File: src/rtl/uart_rx_fifo.sv
// Receive-side frame buffer: captures UART receiver frames with their error flags
// into a first-word-fall-through FIFO, with sticky overflow and error-frame statistics.
module uart_rx_fifo #(
   parameter int DATA_WIDTH      = 8,
   parameter int DEPTH_LOG2      = 4,
   parameter int DROP_ERR_FRAMES = 0
) (
   input  logic                  clk,
   input  logic                  reset_n,
   input  logic                  data_valid,
   input  logic [DATA_WIDTH-1:0] P_DATA,
   input  logic                  Parity_Error,
   input  logic                  Stop_Error,
   input  logic                  rd_en,
   output logic [DATA_WIDTH-1:0] rd_data,
   output logic                  rd_par_err,
   output logic                  rd_stp_err,
   output logic                  empty,
   output logic                  full,
   output logic [DEPTH_LOG2:0]   fill_level,
   output logic                  overflow,
   input  logic                  clr_ovf,
   output logic [7:0]            err_frame_cnt
);

   localparam int                    DEPTH     = 1 << DEPTH_LOG2;
   localparam int                    ENTRY_W   = DATA_WIDTH + 2;
   localparam logic [DEPTH_LOG2:0]   CNT_FULL  = (DEPTH_LOG2+1)'(DEPTH);
   localparam logic [DEPTH_LOG2:0]   CNT_ONE   = (DEPTH_LOG2+1)'(1);
   localparam logic [DEPTH_LOG2-1:0] PTR_ONE   = DEPTH_LOG2'(1);

   logic [ENTRY_W-1:0]    mem_q [DEPTH];
   logic [DEPTH_LOG2-1:0] wr_ptr_q, wr_ptr_d;
   logic [DEPTH_LOG2-1:0] rd_ptr_q, rd_ptr_d;
   logic [DEPTH_LOG2:0]   count_q, count_d;
   logic                  dv_q;
   logic                  ovf_q, ovf_d;
   logic [7:0]            err_cnt_q, err_cnt_d;

   logic                  wr_req, err_frame, push, pop;
   logic [ENTRY_W-1:0]    head;

   // A frame is requested only on the rising edge of the receiver strobe.
   assign wr_req    = data_valid & ~dv_q;
   assign err_frame = wr_req & (Parity_Error | Stop_Error);
   assign pop       = rd_en & ~empty;
   assign push      = wr_req & ((DROP_ERR_FRAMES == 0) | ~err_frame) & (~full | pop);

   assign empty      = (count_q == '0);
   assign full       = (count_q == CNT_FULL);
   assign fill_level = count_q;

   always_comb begin
      // NOTE: every next-state signal gets a default first so no latch is inferred.
      wr_ptr_d  = wr_ptr_q;
      rd_ptr_d  = rd_ptr_q;
      count_d   = count_q;
      ovf_d     = ovf_q;
      err_cnt_d = err_cnt_q;

      if (push) wr_ptr_d = wr_ptr_q + PTR_ONE;
      if (pop)  rd_ptr_d = rd_ptr_q + PTR_ONE;
      if (push && !pop)      count_d = count_q + CNT_ONE;
      else if (pop && !push) count_d = count_q - CNT_ONE;

      // A lost frame in the same cycle as a clear keeps the flag set.
      if (clr_ovf) ovf_d = 1'b0;
      if (wr_req && ((DROP_ERR_FRAMES == 0) || !err_frame) && full && !pop) ovf_d = 1'b1;

      if (err_frame && (err_cnt_q != 8'hFF)) err_cnt_d = err_cnt_q + 8'd1;
   end

   always_ff @(posedge clk or negedge reset_n) begin
      // NOTE: sequential state is updated with non-blocking assignments only.
      if (!reset_n) begin
         wr_ptr_q  <= '0;
         rd_ptr_q  <= '0;
         count_q   <= '0;
         dv_q      <= 1'b0;
         ovf_q     <= 1'b0;
         err_cnt_q <= '0;
      end else begin
         wr_ptr_q  <= wr_ptr_d;
         rd_ptr_q  <= rd_ptr_d;
         count_q   <= count_d;
         dv_q      <= data_valid;
         ovf_q     <= ovf_d;
         err_cnt_q <= err_cnt_d;
      end
   end

   // NOTE: the storage array has no reset; stale words are never visible because
   // the outputs are masked while the registered count is zero.
   always_ff @(posedge clk) begin
      if (push) mem_q[wr_ptr_q] <= {Parity_Error, Stop_Error, P_DATA};
   end

   assign head          = mem_q[rd_ptr_q];
   assign rd_data       = empty ? '0 : head[DATA_WIDTH-1:0];
   assign rd_stp_err    = ~empty & head[DATA_WIDTH];
   assign rd_par_err    = ~empty & head[DATA_WIDTH+1];
   assign overflow      = ovf_q;
   assign err_frame_cnt = err_cnt_q;

endmodule

File: config.mk
export PLATFORM = sky130hd
export DESIGN_NAME = uart_rx_fifo
export DESIGN_NICKNAME = d
export VERILOG_FILES = /design/src/rtl/uart_rx_fifo.sv
export SDC_FILE = /design/constraint.sdc
export NUM_CORES = 1
export LEC_CHECK = 0
export BUFFER_PORTS_ARGS = -buffer_cell sky130_fd_sc_hd__buf_4
export CORE_UTILIZATION = 50
export CTS_CLUSTER_DIAMETER = 80
export DETAILED_ROUTE_END_ITERATION = 8
export PLACE_DENSITY = 0.69
export SLEW_MARGIN = 10
export SYNTH_ARGS = -nofsm -noshare
export SYNTH_HDL_FRONTEND = slang
export SYNTH_SLANG_ARGS = --single-unit
File: constraint.sdc
create_clock -name clk -period 3.2 [get_ports clk]
set_input_delay 0.48 -clock clk [delete_from_list [all_inputs] [get_ports clk]]
set_output_delay 0.48 -clock clk [all_outputs]
set_load 0.005 [all_outputs]
# [After elaboration in Yosys (flattened, before gate mapping)]
# Memories as Yosys holds them, arrays and structs flattened.
# Cells that the tools add are included.
[word_totals] reg_bits=23 ram_bits=160 in_bits=15 output_inout_bits=26 elab_cells=42 mem_count=1
[op_classes] add_sub_neg=5 n_eq_ne=2 mux=7 bitwise=11 reduce_logical=10
[memory_table] name="mem_q" words=16 word_bits=10 read_ports=1 rd_clocked_by_memory_dff=0 write_ports=1 line_no="32" source="logic [ENTRY_W-1:0] mem_q [DEPTH];"
[op_table] operator="5-bit two-way mux" count=2
[op_table] operator="4-bit by 1-bit adder with 4-bit output (second input constant)" count=2
[op_table] operator="8-bit by 1-bit adder with 8-bit output (second input constant)" count=1
[op_table] operator="8-bit two-way mux" count=1
[op_table] operator="8-bit inequality test (second input constant)" count=1
[op_table] operator="1-bit bitwise AND" count=6
[op_table] operator="5-bit by 1-bit adder with 5-bit output (second input constant)" count=1
[op_table] operator="5-bit equality test (second input constant)" count=1
[op_table] operator="1-bit logical AND" count=5
[op_table] operator="5-bit logical NOT" count=1
[op_table] operator="5-bit by 1-bit subtractor with 5-bit output (second input constant)" count=1
[op_table] operator="1-bit two-way mux" count=4
[op_table] operator="2-bit nonzero test" count=2
[op_table] operator="1-bit NOT" count=3
[op_table] operator="1-bit logical NOT" count=2
[op_table] operator="1-bit OR" count=2

# [Logic depth before layout (Yosys ltp)]
[depth] ltp_word=9 ltp_mapped=10 depth_no_buf=10

# [Worst setup path after synthesis]
# Ideal clock, no wire load.
[synth_timing] kind="register to register" start="register count_q[1], in the netlist fill_level[1]" end="register count_q[4], in the netlist fill_level[4]" setup_time_ns=0.136 arrival_time_ns=2.474 t_required_ns=3.064 setup_slack_ns=0.590 path_stages_with_launch=10 n_path_buf=0 period_less_slack_ns=2.610 cell_sequence="dfrtp_1 nor4_2 nand2b_1 nand2_1 ha_1 inv_1 fa_1 a21o_1 a2111oi_0 o31ai_1"
[synth_between] elab_chain_len=8 elab_cells_between_ends=16 cone_classes="2 x add/sub; 1 x eq/ne; 2 x mux; 5 x bitwise; 6 x reduce/logical"
[synth_lines] element="start: declaration" line_no="35" source="logic [DEPTH_LOG2:0] count_q, count_d;"
[synth_lines] element="start signal: assignment" line_no="85" source="count_q <= count_d;"
[synth_lines] element="5-bit logical NOT" line_no="49" source="assign empty = (count_q == '0);"
[synth_lines] element="1-bit NOT" line_no="46" source="assign pop = rd_en & ~empty;"
[synth_lines] element="1-bit bitwise AND" line_no="46"
[synth_lines] element="1-bit OR" line_no="47" source="assign push = wr_req & ((DROP_ERR_FRAMES == 0) | ~err_frame) & (~full | pop);"
[synth_lines] element="1-bit bitwise AND" line_no="47"
[synth_lines] element="1-bit logical NOT" line_no="64" source="else if (pop && !push) count_d = count_q - CNT_ONE;"
[synth_lines] element="1-bit logical AND" line_no="64"
[synth_lines] element="2-bit nonzero test (no source line)"
# Parallel ways exist; a longest one is shown, timed or not. The select of a mux whose other input is x is not followed.
# A chain may end at the register's enable or synchronous reset.

# [Worst setup path in the final report]
# Ends and elaborated chain as after synthesis.

==> flow_metrics.env <==
export IMPL_slew_viol_final=0
export IMPL_yosys_warnings=0
export IMPL_chipHeight_um=123.8
export IMPL_route_final_wire_length_um=13570
export IMPL_drc_violations=0
export IMPL_design_final_nets=477
export IMPL_p_clk_share_pct=26.7
export IMPL_timing_worst_setup_path_type="flip-flop to flip-flop"
export IMPL_syn_inst=386
export IMPL_core_region_area_mm2=0.01448
export IMPL_initial_core_util_pct=51.24
export IMPL_synthFlopType="sky130_fd_sc_hd__edfxtp_1"
export IMPL_route_detailed_vias_per_inst=5.651
export IMPL_clock_root_buffer="sky130_fd_sc_hd__clkbuf_16"
export IMPL_crit_buf_inv=1
export IMPL_fraction_of_registers_with_async_set_reset_pct=12.57
export IMPL_worst_slew_pin_transition_ps=732.7
export IMPL_drt_first_pass_iters=4
export IMPL_crit_arrival_ps=3340
export IMPL_layout_cells_non_filler=648
export IMPL_synthesis_nets=412
export IMPL_total_neg_setup_slack_ps=0
export IMPL_setup_viol=0
export IMPL_drt_wirelength_per_cell_um=20.94
export IMPL_relSlewSlack_pct=51.15
export IMPL_pin_count_of_the_biggest_net_entering_global_routing=31
export IMPL_cts_inserted_buffers=17
export IMPL_post_route_cell_area_mm2=0.008596
export IMPL_postSynthRegisterBits=183
export IMPL_timing_final_crit_period_ps=3049
export IMPL_cts_buffer_depth=2
export IMPL_critical_path_max_stage_delay_ps=480
export IMPL_vias=3662
export IMPL_crit_path_top_delay_cell="sky130_fd_sc_hd__a2111oi_2"
export IMPL_timing_clock_skew_ps=6.489
export IMPL_number_of_placed_cells_counting_well_taps=615
export IMPL_drtAntennaViolNets=0
export IMPL_grt_remaining_overflow=0
export IMPL_crit_path_cell_trace="nor4_2 -> nand2b_1 -> nand2_1 -> ha_1 -> inv_1 -> fa_1 -> a21o_1 -> a2111oi_2 -> o31ai_1"
export IMPL_status="finished, final reports clean"
export IMPL_antenna_found_initial=0
export IMPL_worst_ir_drop_vdd_v=0.0004669
export IMPL_dpl_instance_area_mm2=0.008033
export IMPL_synth_yosys_seq_area_share_pct=72.52
export IMPL_clkSinkCount=183
export IMPL_dieArea_mm2=0.01533
export IMPL_switchingPower_mw=2.091
export IMPL_die_width_um=123.8
export IMPL_seq_power_share_pct=42.5
export IMPL_drv_max_cap_violation_count=0
export IMPL_tritoncts="built"
export IMPL_finalPower_mw=7.266
export IMPL_synth_enable_flop_cells=160
export IMPL_layout_drive_gt1_share_pct=31.03
export IMPL_area_growth_syn_to_layout_pct=15.87
export IMPL_path_clk_slew_ps=60
export IMPL_cellPowerDensity_mw_per_mm2=845.3
export IMPL_p_leak_nw=2.987
export IMPL_clk_insertion_delay_late_ps=420
export IMPL_cts_max_level=4
export IMPL_dr_iter_0_viols=312
export IMPL_synth_cells_most_frequent="sky130_fd_sc_hd__edfxtp_1 (160), sky130_fd_sc_hd__mux4_2 (38), sky130_fd_sc_hd__dfrtp_1 (23)"
export IMPL_fp_row_count=44
export IMPL_max_freq_ghz=0.3280
export IMPL_post_synth_top_area_fraction_pct=64.77
export IMPL_switching_share_pct=28.79
export IMPL_ys_top_cells_by_area="sky130_fd_sc_hd__edfxtp_1 (65%), sky130_fd_sc_hd__mux4_2 (12%), sky130_fd_sc_hd__dfrtp_1 (7.8%), sky130_fd_sc_hd__mux2_2 (1.8%), sky130_fd_sc_hd__xnor2_1 (1.8%)"
export IMPL_yosys_cell_count_top_type="sky130_fd_sc_hd__edfxtp_1"
export IMPL_start_kind="flip-flop"
export IMPL_synth_top_area_cell="sky130_fd_sc_hd__edfxtp_1"
export IMPL_grt_pass1_wl_um=20750
export IMPL_path_max_fanout=6
export IMPL_crit_required_ps=3490
export IMPL_placement_io_buffers=40
export IMPL_io_pins=41
export IMPL_global_route_usage_total_pct=19.46
export IMPL_grt_setup_unrepaired="false"
export IMPL_pwr_share_comb_pct=30.7
export IMPL_synth_distinct_cells=36
export IMPL_timing_final_hold_violations=0
export IMPL_finalWeightedCongestion=0.7313
export IMPL_n_antenna_cell=0
export IMPL_timing_critical_path_max_delay_family="compound AO/OA/AOI/OAI gates"
export IMPL_crit_path_end_kind="flip-flop"
export IMPL_grt_pass1_vias=3798
export IMPL_part_of_the_cycle_the_worst_path_needs_pct=95.27
export IMPL_post_synth_instance_area_mm2=0.007418
export IMPL_hpwlAfterDp_um=8566
export IMPL_avgSynthCellArea_um2=19.22
export IMPL_fillerInstances=1078
export IMPL_p_int_mw=5.174
export IMPL_min_path_type="primary input to flip-flop"
## layer usage
layer	vias to the layer above	track usage, %	wire length (um)
li1	1662	-	-
met1	1857	24.70	5629
met2	127	32.60	6859
met3	16	4.670	876
met4	0	7.229	199
met5	-	0	0
## power by group through the flow
stage,Sequential (mW),Combinational [mW],Clock (mW)
after global routing,3.13,2.44,2.07
after global placement,3.12,2.21,0
after CTS,3.09,2.26,1.98
after detailed placement,3.14,2.26,0
after floorplan,2.99,1.60,0
final,3.09,2.23,1.94
## sequential cells by signal, indices dropped and copies added, names as in the netlist
register / count
rd_ptr_q: 4
dv_q: 1
err_frame_cnt: 8
fill_level: 5
mem_q: 160
overflow: 1
wr_ptr_q: 4
## metrics by stage
stage          utilization, %  setup WS, ps  hold slack [ps]
6_report                59.37         151.3            174.0
5_1_grt                 59.37         14.23            156.6
4_1_cts                 59.32         111.1            156.0
3_5_place_dp            55.48         116.4            394.5
3_3_place_gp            55.48         439.5            387.1
2_1_floorplan               -         590.0            184.4
## repair_timing
action                                  CTS  global route
buffers inserted                          0             0
endpoints found under the hold margin    23             0
hold buffers                              1             0
resized for setup                         0             2
endpoints found under the setup margin    0             1
## layout make-up
cell class              count  area (um2)  area share, %
well taps                 184       230.2          2.678
clock inverters            12       110.1          1.281
clock buffers              20       436.7          5.080
flip-flops and latches    183        5383          62.62
repair buffers             64       508.0          5.910
inverters                   6       22.52         0.2620
multi-input cells         179        1906          22.17
## path summary, 6_finish.rpt
check / startpoint / end / slack [ps] / cells past startpoint
max: fill_level[1] / fill_level[4] / 150 / 9
min: data_valid / dv_q / 170 / 1
max reg2reg: fill_level[1] / fill_level[4] / 150 / 9
min reg2reg: rd_ptr_q[3] / rd_ptr_q[3] / 480 / 1
max in group asynchronous: reset_n / rd_ptr_q[1] / 2470 / 2
min in group asynchronous: reset_n / err_frame_cnt[1] / 480 / 2
## cell families (layout without fill, tap and decap cells)
kind of cell               count (synthesis)  count (layout)  synth area share [%]
buffers and inverters                     24             102                 1.872
DFF                                      183             183                 72.52
adders and majority gates                 11              11                 1.956
AOI/OAI and AO/OA                         32              32                 2.429
xor gates and xnor gates                  16              16                 1.889
and+or+nand+nor                           56              56                 3.626
muxes                                     64              64                 15.70
## placed cells by master (no fill, tap or decap), types with 2 or more instances in the layout
master,netlist,layout
sky130_fd_sc_hd__mux4_2,38,38
sky130_fd_sc_hd__ha_1,10,10
sky130_fd_sc_hd__clkbuf_1,3,3
sky130_fd_sc_hd__clkbuf_16,0,17
sky130_fd_sc_hd__xnor2_1,15,15
sky130_fd_sc_hd__a21oi_1,12,12
sky130_fd_sc_hd__bufinv_16,0,2
sky130_fd_sc_hd__nand4_1,4,4
sky130_fd_sc_hd__nand3_1,5,5
sky130_fd_sc_hd__a21o_1,2,2
sky130_fd_sc_hd__inv_1,6,6
sky130_fd_sc_hd__dfrtp_2,0,2
sky130_fd_sc_hd__mux4_1,2,2
sky130_fd_sc_hd__dfrtp_1,23,21
sky130_fd_sc_hd__o21ai_0,4,4
sky130_fd_sc_hd__edfxtp_1,160,160
sky130_fd_sc_hd__and3_1,3,3
sky130_fd_sc_hd__buf_12,1,2
sky130_fd_sc_hd__nor3_1,8,8
sky130_fd_sc_hd__nor2_1,14,14
sky130_fd_sc_hd__o21ai_1,10,10
sky130_fd_sc_hd__mux2_2,12,12
sky130_fd_sc_hd__buf_4,2,61
sky130_fd_sc_hd__clkinv_1,0,3
sky130_fd_sc_hd__clkinv_2,0,6
sky130_fd_sc_hd__nand2b_1,4,4
sky130_fd_sc_hd__mux2i_1,11,11
sky130_fd_sc_hd__nand2_1,15,15
No activity file was read; power rests on OpenSTA's default activity.
